### src/rtl/collision_scorer.sv
// Collision detector and BCD scorer for the runner game.
// Checks the runner against the obstacle on every scroll tick, keeps the
// current and high score in BCD, and drives active-low 7-segment codes.
module collision_scorer #(
  parameter int unsigned SCORE_DIV   = 1,
  parameter int unsigned GRACE_TICKS = 2
) (
  input  logic        clk,
  input  logic        reset,
  input  logic        start,
  input  logic        move,
  input  logic        tick,
  input  logic [4:0]  runner_height,
  input  logic [1:0]  obstacle_col,
  output logic        stop_req,
  output logic        game_over,
  output logic [15:0] score_bcd,
  output logic [15:0] hi_bcd,
  output logic [27:0] hex_score
);

  typedef enum logic [1:0] {
    ST_IDLE = 2'd0,
    ST_RUN  = 2'd1,
    ST_HIT  = 2'd2,
    ST_OVER = 2'd3
  } state_t;

  localparam logic [3:0] GRACE_INIT = 4'(GRACE_TICKS);
  localparam logic [3:0] DIV_LAST   = 4'(SCORE_DIV - 1);

  state_t      state_q, state_d;
  logic [3:0]  grace_q, grace_d;
  logic [3:0]  div_q, div_d;
  logic [15:0] score_q, score_d;
  logic [15:0] hi_q, hi_d;
  logic        stop_q, stop_d;
  logic        over_q, over_d;
  logic        collide_s;

  // BCD increment with per-digit carry; 9999 saturates instead of wrapping.
  function automatic logic [15:0] bcd_inc(input logic [15:0] v);
    logic [15:0] r;
    logic        carry;
    r     = v;
    carry = 1'b1;
    if (v == 16'h9999) begin
      r = v;
    end else begin
      for (int i = 0; i < 4; i++) begin
        if (carry) begin
          if (v[i*4 +: 4] == 4'd9) begin
            r[i*4 +: 4] = 4'd0;
          end else begin
            r[i*4 +: 4] = v[i*4 +: 4] + 4'd1;
            carry       = 1'b0;
          end
        end
      end
    end
    return r;
  endfunction

  // Active-low segment code, bit0 = a .. bit6 = g; non-BCD values blank.
  function automatic logic [6:0] seg7(input logic [3:0] d);
    logic [6:0] s;
    case (d)
      4'd0:    s = 7'b1000000;
      4'd1:    s = 7'b1111001;
      4'd2:    s = 7'b0100100;
      4'd3:    s = 7'b0110000;
      4'd4:    s = 7'b0011001;
      4'd5:    s = 7'b0010010;
      4'd6:    s = 7'b0000010;
      4'd7:    s = 7'b1111000;
      4'd8:    s = 7'b0000000;
      4'd9:    s = 7'b0010000;
      default: s = 7'b1111111;
    endcase
    return s;
  endfunction

  // Runner occupies rows h..h+3, obstacle rows 1..col: overlap iff h <= col.
  assign collide_s = (obstacle_col != 2'd0) && (runner_height <= {3'd0, obstacle_col});

  // Next-state and datapath updates for the game FSM.
  always_comb begin
    state_d = state_q;
    grace_d = grace_q;
    div_d   = div_q;
    score_d = score_q;
    hi_d    = hi_q;
    stop_d  = 1'b0;
    over_d  = over_q;
    case (state_q)
      ST_IDLE: begin
        score_d = 16'h0000;
        div_d   = 4'd0;
        grace_d = 4'd0;
        over_d  = 1'b0;
        if (move && !start) begin
          state_d = ST_RUN;
          grace_d = GRACE_INIT;
        end else begin
          state_d = ST_IDLE;
        end
      end
      ST_RUN: begin
        if (start) begin
          // Player stopped the run: bank the score before returning to idle.
          state_d = ST_IDLE;
          if (score_q > hi_q) begin
            hi_d = score_q;
          end else begin
            hi_d = hi_q;
          end
        end else if (tick) begin
          if ((grace_q != 4'd0) || !collide_s) begin
            if (grace_q != 4'd0) begin
              grace_d = grace_q - 4'd1;
            end else begin
              grace_d = grace_q;
            end
            if (div_q >= DIV_LAST) begin
              div_d   = 4'd0;
              score_d = bcd_inc(score_q);
            end else begin
              div_d   = div_q + 4'd1;
            end
          end else begin
            state_d = ST_HIT;
            stop_d  = 1'b1;
            over_d  = 1'b1;
          end
        end else begin
          state_d = ST_RUN;
        end
      end
      ST_HIT: begin
        over_d  = 1'b1;
        state_d = ST_OVER;
        if (score_q > hi_q) begin
          hi_d = score_q;
        end else begin
          hi_d = hi_q;
        end
      end
      ST_OVER: begin
        if (move) begin
          state_d = ST_RUN;
          score_d = 16'h0000;
          div_d   = 4'd0;
          grace_d = GRACE_INIT;
          over_d  = 1'b0;
        end else begin
          over_d  = 1'b1;
        end
      end
      default: begin
        state_d = ST_IDLE;
      end
    endcase
  end

  // State and output registers with synchronous reset.
  always_ff @(posedge clk) begin
    if (reset) begin
      state_q <= ST_IDLE;
      grace_q <= 4'd0;
      div_q   <= 4'd0;
      score_q <= 16'h0000;
      hi_q    <= 16'h0000;
      stop_q  <= 1'b0;
      over_q  <= 1'b0;
    end else begin
      state_q <= state_d;
      grace_q <= grace_d;
      div_q   <= div_d;
      score_q <= score_d;
      hi_q    <= hi_d;
      stop_q  <= stop_d;
      over_q  <= over_d;
    end
  end

  assign stop_req  = stop_q;
  assign game_over = over_q;
  assign score_bcd = score_q;
  assign hi_bcd    = hi_q;
  assign hex_score = {seg7(score_q[15:12]), seg7(score_q[11:8]),
                      seg7(score_q[7:4]),   seg7(score_q[3:0])};

endmodule

### config.mk
export PLATFORM = sky130hd
export DESIGN_NAME = collision_scorer
export DESIGN_NICKNAME = d
export VERILOG_FILES = /design/src/rtl/collision_scorer.sv
export SDC_FILE = /design/constraint.sdc
export NUM_CORES = 1
export LEC_CHECK = 0
export BUFFER_PORTS_ARGS = -buffer_cell sky130_fd_sc_hd__buf_2
export CAP_MARGIN = 20
export CORE_MARGIN = 1.5
export CORE_UTILIZATION = 51
export CTS_BUF_LIST = sky130_fd_sc_hd__clkbuf_4 sky130_fd_sc_hd__clkbuf_8 sky130_fd_sc_hd__clkbuf_16
export CTS_CLUSTER_DIAMETER = 30
export CTS_CLUSTER_SIZE = 10
export DETAILED_ROUTE_END_ITERATION = 10
export PLACE_DENSITY_LB_ADDON = 0.08
export SYNTH_ARGS = -nofsm -noshare
export SYNTH_HDL_FRONTEND = slang
export SYNTH_SLANG_ARGS = --single-unit
### constraint.sdc
create_clock -name clk -period 2.55 [get_ports clk]
set_input_delay 0.255 -clock clk [delete_from_list [all_inputs] [get_ports clk]]
set_output_delay 0.255 -clock clk [all_outputs]
set_load 0.005 [all_outputs]
==> flow_summary.json, run 1 <==
{
  "status": "finished, violations left",
  "violations": "setup timing",
  "worstPathCellList": "inv_2 > ha_4 > nand3b_4 > or2_4 > or3_4 > buf_4 > nand2_2 > or4_4 > a21oi_4 > ha_2 > o32ai_2",
  "cts.sinks": 68,
  "final-setup-viol-count": 7,
  "endpoint_kind": "register",
  "dpl.hpwl_mm": 9.15,
  "tritoncts": "yes",
  "ys_seq_elements": 68,
  "pre_cts_ws_ns": -0.219,
  "finalWirelength_mm": 12.9,
  "nets": 729,
  "arrival_ns": 2.84,
  "synth_area_um2": 4290,
  "ys_async_sr_fraction": 0,
  "synth.distinct_cells": 79,
  "hp-class": "in -> reg",
  "synth_top_area_cell": "dfxtp_1",
  "placementRows": 33,
  "fp.dieH_um": 94.8,
  "clk-insertion-delay-late_ns": 0.35,
  "initial_core_util": 0.525,
  "finalCritPeriodShare": 1.01,
  "use_met1": 0.371,
  "instances_no_fill": 776,
  "grt_util_all_layers": 0.286,
  "antenna_cells": 0,
  "peakVddDrop_mv": 0.357,
  "crit_fanout": 4,
  "use_met3": 0.0338,
  "power_mw": 2.33,
  "h-tree-depth": 3,
  "ys_seq_area_frac": 0.317,
  "yosysTopAreaCellShare": 0.317,
  "io_pins": 74,
  "cp.required_ns": 2.81,
  "final_hold_viol_count": 0,
  "die_w_um": 94.8,
  "syn2layout_area_growth_pct": 48.6,
  "dp_cells": 740,
  "drt_pass1_iterations": 5,
  "tightest_slew_ns": 0.521,
  "crit_path_top_delay_cell": "or4_4",
  "cts_buffers": 9,
  "grt_start_max_net_pins": 23,
  "synth_nets": 542,
  "clockBufferDepth": 2,
  "finalCriticalPeriod_ns": 2.57,
  "final_util": 0.780,
  "routed_via_density": 5.59,
  "grt_pass1_vias": 4135,
  "grt_pass1_wl_mm": 20.0,
  "fin_skew_ns": 0.0193,
  "vias": 4335,
  "clkTransAtPathRegs_ns": 0.09,
  "slew-limit-headroom": 0.653,
  "worst-setup-path-type": "reg -> reg",
  "route.detailed.drc": 0,
  "drt_iter0_markers": 292,
  "leakagePower_nw": 3.07,
  "antenna_found_initial": 0,
  "syn_inst": 479,
  "synth_edf_count": 0,
  "synth-warning-count": 0,
  "slew_viol_final": 0,
  "pwr_density_cell_nw_per_um2": 366,
  "start_kind": "register",
  "coreArea_um2": 8180,
  "portBuffers": 73,
  "fmax_mhz": 389,
  "timing.final.ws_setup_ns": -0.0232,
  "placed_cell_area_um2": 5550,
  "detail-route-antenna-nets": 0,
  "busiest_layer": "met2",
  "wl_per_cell_um": 16.6,
  "holdWs_ns": 0.350,
  "grt_use_met2": 0.484,
  "postCtsHoldBufs": 0,
  "design_area_um2": 6380,
  "cts_root_buffer": "clkbuf_8",
  "gp_congestion": 0.933,
  "synth.avg_cell_area_um2": 8.96,
  "synth_flop_cell": "dfxtp_1",
  "grt_setup_unrepaired": "yes",
  "synth.area.top_cells": "dfxtp_1, ha_1, mux2i_1",
  "worst_path_largest_cell_delay_ns": 0.56,
  "gr-total-overflow": 0,
  "die_area_um2": 8980,
  "fillers": 541,
  "tns_ns": -0.0948,
  "drive_gt1_frac": 0.484,
  "maxCapViolations": 0
}
-- logic make-up after synthesis --
logic type	synth area share
flip-flops	0.317
AO/OA/AOI/OAI	0.205
AND/OR/NAND/NOR	0.207
multiplexers	0.0559
buffers and inverters	0.0661
adder cells (fa/ha/maj)	0.149
-- layout make-up --
| cell class | count | area (um2) | area share |
|---|---|---|---|
| inverter | 47 | 186 | 0.0292 |
| clock inverter | 5 | 57.6 | 0.00902 |
| sequential | 68 | 1390 | 0.217 |
| multi-input combinational | 350 | 3110 | 0.488 |
| timing repair buffer | 190 | 1340 | 0.210 |
| tap | 105 | 131 | 0.0206 |
| clock buffer | 11 | 163 | 0.0255 |
-- worst max-delay path: cells and delay by family, from the launching register on --
family | cells | cell delay (ns)
buf+inv | 2 | 0.17
fa+ha+maj | 2 | 0.48
simple gates | 5 | 0.98
compound gates | 2 | 0.49
flops | 1 | 0.36
-- report_power, final --
part,switching [mW],leakage (nW),total (mW),internal (mW)
sequential,0.00536,0.555,1.07,1.07
clock,0.455,0.114,0.993,0.539
combinational,0.146,2.40,0.269,0.122
total,0.607,3.07,2.33,1.73
-- timing repair --
| item | in CTS | in global routing |
|---|---|---|
| resized for setup | 23 | 72 |
| cloned | 0 | 1 |
| buffers inserted | 11 | 8 |
| pin swaps | 12 | 26 |
| endpoints found under the setup margin | 27 | 45 |
-- final timing paths --
path	slack, ns	cells past startpoint	endpoint	startpoint
max	-0.02	11	hex_score[8]	score_bcd[5]
min	0.35	2	hi_bcd[1]	reset
max reg2reg	-0.02	11	hex_score[8]	score_bcd[5]
min reg2reg	0.51	2	hi_bcd[4]	hi_bcd[4]
-- state kept, by name, summed over array words and instances, names as in the netlist, named ones only --
register and cells:
hi_bcd 16, score_bcd 16, game_over 1, state_q 1
stop_req 1, grace_q 4, hex_score 28
-- cell usage after synthesis, types with 3 or more instances --
master,count
dfxtp_1,68
nand2b_1,5
mux2i_1,18
a21o_1,3
or4_1,6
o21a_1,3
o21ai_2,3
nor2b_1,4
a211o_1,3
a21oi_4,3
ha_1,51
o31ai_1,4
o211ai_1,6
a21oi_1,28
a31oi_1,4
o21ai_0,19
nand3_1,10
nand3b_4,3
o21ai_1,8
nand2_1,30
clkbuf_1,7
a211oi_1,6
inv_1,45
nor3_1,10
mux2_2,4
clkbuf_8,3
nor4_1,4
nor2_1,44
a311oi_1,4
o2111ai_1,3
nand4_1,5
and3_1,3
or3_1,7
-- routing by layer --
metal  share of wire  up-vias
met5               0        -
met4           0.024        0
met3           0.052       26
met2            0.48      143
met1            0.44     2070
li1                -     2096
-- layout by cell type, fill, tap and decap left out, types with 7 or more instances in the layout --
master,n
inv_1,36
a21oi_1,21
ha_2,7
ha_1,33
o21ai_0,15
buf_2,73
nor3_1,9
buf_4,102
nor2_1,42
buf_6,11
o21ai_1,9
ha_4,11
nand2_1,28
mux2i_1,17
clkbuf_8,10
dfxtp_1,59
nand3_1,9
inv_2,8
No activity file was read; power rests on OpenSTA's default activity.
==> run 2, diff against run 1 <==
==> config.mk (replaced) <==
export PLATFORM = sky130hd
export DESIGN_NAME = collision_scorer
export DESIGN_NICKNAME = d
export VERILOG_FILES = /design/src/rtl/collision_scorer.sv
export SDC_FILE = /design/constraint.sdc
export NUM_CORES = 1
export LEC_CHECK = 0
export CAP_MARGIN = 20
export CORE_MARGIN = 1.5
export CORE_UTILIZATION = 58
export CTS_CLUSTER_DIAMETER = 30
export CTS_CLUSTER_SIZE = 10
export DETAILED_ROUTE_END_ITERATION = 10
export DONT_BUFFER_PORTS = 1
export PLACE_DENSITY_LB_ADDON = 0.08
export SYNTH_ARGS = -nofsm -noshare
export SYNTH_HDL_FRONTEND = slang
export SYNTH_SLANG_ARGS = --single-unit
==> run 2 against run 1 <==
Highest routed layer unchanged; utilization rose by 5.7 points; wire length grew 5.8%; largest power group unchanged; the run still ends with setup timing left; clock skew decreased by 0.0070 ns.
==> flow_summary.json, run 2 (same netlist as run 1, synthesis figures left out) <==
{
  "final_common_cell": "buf_4",
  "gr-total-overflow": 0,
  "h-tree-depth": 3,
  "fin_skew_ns": 0.0122,
  "tritoncts": "yes",
  "slew_viol_final": 0,
  "min-delay-start": "reset",
  "grt_start_max_net_pins": 30,
  "wl_per_cell_um": 19.7,
  "finalCriticalPeriod_ns": 2.78,
  "clk-insertion-delay-late_ns": 0.35,
  "tns_ns": -1.40,
  "final_cell_mix": "buf_4, dfxtp_1, nor2_1, inv_1, ha_1",
  "portBuffers": 0,
  "gp_congestion": 0.971,
  "peakVddDrop_mv": 0.236,
  "grt_pass1_vias": 3893,
  "vias": 4213,
  "r2r_cells": 13,
  "finalWirelength_mm": 13.6,
  "die_w_um": 89.0,
  "cts_buffers": 9,
  "placementRows": 31,
  "die_area_um2": 7930,
  "pre_cts_ws_ns": -0.170,
  "drt_iter0_markers": 258,
  "crit_fanout": 5,
  "routed_via_density": 6.10,
  "timing.final.ws_setup_ns": -0.233,
  "start_kind": "register",
  "leakagePower_nw": 2.70,
  "largest_reg_flops": 28,
  "grt_pass1_wl_mm": 18.8,
  "route.detailed.drc": 0,
  "cts.sinks": 68,
  "clockBufferDepth": 2,
  "initial_core_util": 0.595,
  "reg2reg_setup_slack_ns": -0.23,
  "detail-route-antenna-nets": 0,
  "dpl.hpwl_mm": 8.69,
  "worst-setup-path-type": "reg -> reg",
  "holdPathStages": 1,
  "io_pins": 74,
  "drt_pass1_iterations": 7,
  "cp.required_ns": 2.77,
  "grt_setup_unrepaired": "yes",
  "clkTransAtPathRegs_ns": 0.08,
  "finalCritPeriodShare": 1.09,
  "final_hold_viol_count": 0,
  "coreArea_um2": 7210,
  "syn2layout_area_growth_pct": 40.7,
  "slew-limit-headroom": 0.699,
  "arrival_ns": 3.01,
  "hp-class": "in -> reg",
  "antenna_found_initial": 0,
  "placed_cell_area_um2": 5050,
  "antenna_cells": 0,
  "tightest_slew_ns": 0.448,
  "status": "finished, violations left",
  "maxCapViolations": 0,
  "design_area_um2": 6040,
  "fp.dieH_um": 89.0,
  "drive_gt1_frac": 0.429,
  "fmax_mhz": 359,
  "grt_util_all_layers": 0.311,
  "cts_root_buffer": "clkbuf_8",
  "pwr_density_cell_nw_per_um2": 363,
  "endpoint_kind": "register",
  "final_util": 0.837,
  "whs_endpoint": "hex_score[8]",
  "nets": 650,
  "reg2reg_to": "hex_score[26]",
  "final-setup-viol-count": 22,
  "power_mw": 2.19,
  "violations": "setup timing"
}
## run 2: per-layer routing
layer | up-vias | GRT usage | wire (um)
met5 | - | 0 | 0
met4 | 0 | 0.150 | 556
met3 | 62 | 0.0554 | 764
met2 | 162 | 0.541 | 6910
met1 | 2053 | 0.372 | 5360
li1 | 1936 | - | -
## run 2: layout make-up
| class | instances | area (um2) |
|---|---|---|
| clock buffer | 12 | 166 |
| tap | 99 | 124 |
| sequential | 68 | 1380 |
| multi-input combinational | 350 | 3210 |
| timing repair buffer | 111 | 941 |
| clock inverter | 4 | 22.5 |
| fill | 425 | 1170 |
| inverter | 47 | 196 |
## run 2: critical path, cell delays in order, from the launching register on
cell and delay [ns]:
dfxtp_2 0.34, buf_4 0.15, ha_4 0.16, nor2b_4 0.14
a211oi_4 0.36, nand3_2 0.15, buf_4 0.17, a21oi_4 0.14
nand2_4 0.07, mux2_4 0.35, ha_2 0.20, buf_4 0.13
a21oi_1 0.17, a21oi_1 0.12
## run 2: worst max path at each step
stage                               end  slack, ns             from
after floorplan           hex_score[27]     0.0003     score_bcd[0]
after global placement     hex_score[8]      -0.10       state_q[0]
after detailed placement   hex_score[8]      -0.17  obstacle_col[1]
after CTS                  hex_score[0]      -0.02     score_bcd[5]
after global routing      hex_score[26]      -0.29       state_q[0]
final                     hex_score[26]      -0.23         register
## run 2: per-stage QoR
step / hold slack (ns) / instances
finish: 0.0280 / 691
floorplan: 0.462 / 479
global placement: 0.322 / 646
global route: 0.00860 / 691
detailed placement: 0.324 / 646
CTS: 0.0114 / 678
## run 2: repair_timing
| action | CTS | global route |
|---|---|---|
| hold endpoints to repair | 28 | 0 |
| hold buffers | 2 | 0 |
| gates cloned | 0 | 1 |
| buffers inserted | 14 | 12 |
| gates resized for setup | 29 | 84 |
| endpoints found under the setup margin | 27 | 44 |
| pin swaps | 16 | 45 |
## run 2: power by group
group	switching, mW	internal, mW	leakage, nW
Sequential	0.00624	1.07	0.554
Clock	0.429	0.435	0.0973
Combinational	0.136	0.119	2.05
==> run 3, diff against run 2 <==
--- a/config.mk
+++ b/config.mk
@@ -5,6 +5,7 @@
 export SDC_FILE = /design/constraint.sdc
 export NUM_CORES = 1
 export LEC_CHECK = 0
+export ABC_AREA = 1
 export CAP_MARGIN = 20
 export CORE_MARGIN = 1.5
 export CORE_UTILIZATION = 58
==> run 3 against run 2 <==
The flow now finishes without violations; worst hold slack gained 0.067 ns; sequential cell count is the same; register-to-register slack gained 0.38 ns; highest routed layer unchanged; largest power group unchanged; final area shrank 20%; clock skew shrank 0.0024 ns; maximum frequency grew 16%; cell count grew 1.4%; first-iteration DRC count shrank 58%; worst setup slack gained 0.38 ns; sequential share of layout area grew 5.3 points; wire length shrank 33%; die area grew 0.36%; largest cell class unchanged.
==> flow_summary.json, run 3 <==
{
  "cp.required_ns": 2.80,
  "arrival_ns": 2.66,
  "finalWirelength_mm": 9.14,
  "pwr_density_cell_nw_per_um2": 734,
  "drt_pass1_iterations": 4,
  "largest_reg_flops": 28,
  "grt_pass1_wl_mm": 15.2,
  "cts_root_buffer": "clkbuf_8",
  "cts.sinks": 68,
  "peakVddDrop_mv": 0.428,
  "finalCriticalPeriod_ns": 2.40,
  "status": "complete, no violations",
  "drive_gt1_frac": 0.206,
  "fin_skew_ns": 0.00979,
  "synth_area_um2": 4310,
  "grt_start_max_net_pins": 19,
  "ys_seq_elements": 68,
  "maxCapViolations": 0,
  "h-tree-depth": 3,
  "placementRows": 31,
  "r2r_cells": 14,
  "holdPathStages": 2,
  "tns_ns": 0,
  "clockBufferDepth": 2,
  "dp_cells": 684,
  "vias": 3576,
  "pre_cts_ws_ns": 0.0263,
  "final_cell_mix": "nand2_1, inv_1, dfxtp_1, nor2_1",
  "portBuffers": 0,
  "die_w_um": 89.2,
  "dpl.hpwl_mm": 7.01,
  "tightest_slew_ns": 0.697,
  "p_seq_frac": 0.396,
  "clk-insertion-delay-late_ns": 0.35,
  "ys_seq_area_frac": 0.316,
  "coreArea_um2": 7210,
  "synth_edf_count": 0,
  "power_frac_comb": 0.349,
  "final_hold_viol_count": 0,
  "antenna_cells": 0,
  "nets": 660,
  "fmax_mhz": 416,
  "synthTopCellsByCount": "nand2_1, inv_1, dfxtp_1",
  "timing.final.ws_setup_ns": 0.145,
  "endpoint_kind": "register",
  "internal_power_mw": 2.20,
  "ys_async_sr_fraction": 0,
  "fp.dieH_um": 89.2,
  "initial_core_util": 0.597,
  "final_common_cell": "nand2_1",
  "synth.distinct_cells": 39,
  "finalCritPeriodShare": 0.943,
  "synth-warning-count": 0,
  "final-setup-viol-count": 0,
  "wl_per_cell_um": 13.0,
  "synth_nets": 632,
  "start_kind": "register",
  "gp_congestion": 0.865,
  "io_pins": 74,
  "routed_via_density": 5.10,
  "cts_buffers": 9,
  "yosysTopAreaCellShare": 0.316,
  "gr-total-overflow": 0,
  "instances_no_fill": 701,
  "synth_flop_cell": "dfxtp_1",
  "synth_top_area_cell": "dfxtp_1",
  "tritoncts": "yes",
  "worst-setup-path-type": "reg -> reg",
  "syn_inst": 569,
  "clkTransAtPathRegs_ns": 0.07,
  "holdWs_ns": 0.0947,
  "syn2layout_area_growth_pct": 12.0,
  "slew_viol_final": 0,
  "synth.avg_cell_area_um2": 7.58,
  "switchingPower_mw": 1.34,
  "drt_iter0_markers": 109,
  "clkPwrFrac": 0.254,
  "hp-class": "in -> reg",
  "grt_pass1_vias": 3379,
  "p_sw_frac": 0.378,
  "die_area_um2": 7960,
  "final_util": 0.669,
  "detail-route-antenna-nets": 0,
  "route.detailed.drc": 0,
  "synth.area.top_cells": "dfxtp_1, ha_1, nand2_1",
  "grt_util_all_layers": 0.248,
  "crit_fanout": 6,
  "synth.most_common_cell": "nand2_1",
  "antenna_found_initial": 0,
  "slew-limit-headroom": 0.535,
  "leakagePower_nw": 2.46
}
## run 3: critical path, stage by stage (launching register included)
cell,delay (ns)
dfxtp_1,0.38
inv_1,0.11
ha_1,0.24
inv_1,0.25
nand2_2,0.10
nor2_2,0.25
buf_4,0.21
o21ai_2,0.07
nand3_2,0.13
inv_2,0.07
ha_1,0.29
inv_1,0.05
nand2_1,0.06
nand3_1,0.06
nand2_1,0.05
## run 3: power by group through the flow
stage / sequential [mW] / clock (mW) / combinational [mW]
floorplan: 1.41 / 0 / 0.898
global placement: 1.43 / 0 / 1.19
detailed placement: 1.43 / 0 / 1.22
CTS: 1.41 / 0.916 / 1.22
global route: 1.44 / 0.959 / 1.44
finish: 1.40 / 0.901 / 1.24
## run 3: layer usage
metal | GRT usage | wire length (um) | vias to the layer above
li1 | - | - | 1861
met1 | 0.296 | 4120 | 1626
met2 | 0.428 | 4310 | 79
met3 | 0.0693 | 588 | 10
met4 | 0.0839 | 127 | 0
met5 | 0 | 0 | -
## run 3: cell families (layout without fill, tap and decap cells)
family                     Yosys count  after routing  share of synthesized area
and+or+nand+nor                    288            288                      0.365
xor gates and xnor gates             5              5                     0.0102
DFF                                 68             68                      0.316
AOI/OAI and AO/OA                   49             49                     0.0612
buffers and inverters              108            141                      0.100
adders and majority gates           51             51                      0.148
## run 3: final timing paths
path                                  from      endpoint  slack, ns
worst max-delay path            state_q[0]  hex_score[3]       0.15
worst min register to register  grace_q[0]    grace_q[0]       0.47
worst min-delay path                  tick      stop_req       0.09
worst max register to register  state_q[0]  hex_score[3]       0.15
## run 3: timing repair
action,in CTS,in global routing
endpoints found under the setup margin,0,22
resized for setup,0,7
hold endpoints to repair,3,0
buffers inserted,0,0
hold buffers,1,0
## run 3: cell type report
cell class | count | area [um2]
clock buffer | 10 | 138
timing repair buffer | 26 | 210
tap | 99 | 124
fill | 671 | 2390
clock inverter | 6 | 61.3
inverter | 99 | 382
multi-input combinational | 393 | 2550
sequential | 68 | 1360
## run 3: stage by stage
step           cell area, um2  power (mW)
6_report                 4830        3.54
5_1_grt                  4830        3.83
4_1_cts                  4790        3.55
3_5_place_dp             4580        2.65
3_3_place_gp             4580        2.61
2_1_floorplan            4310        2.31
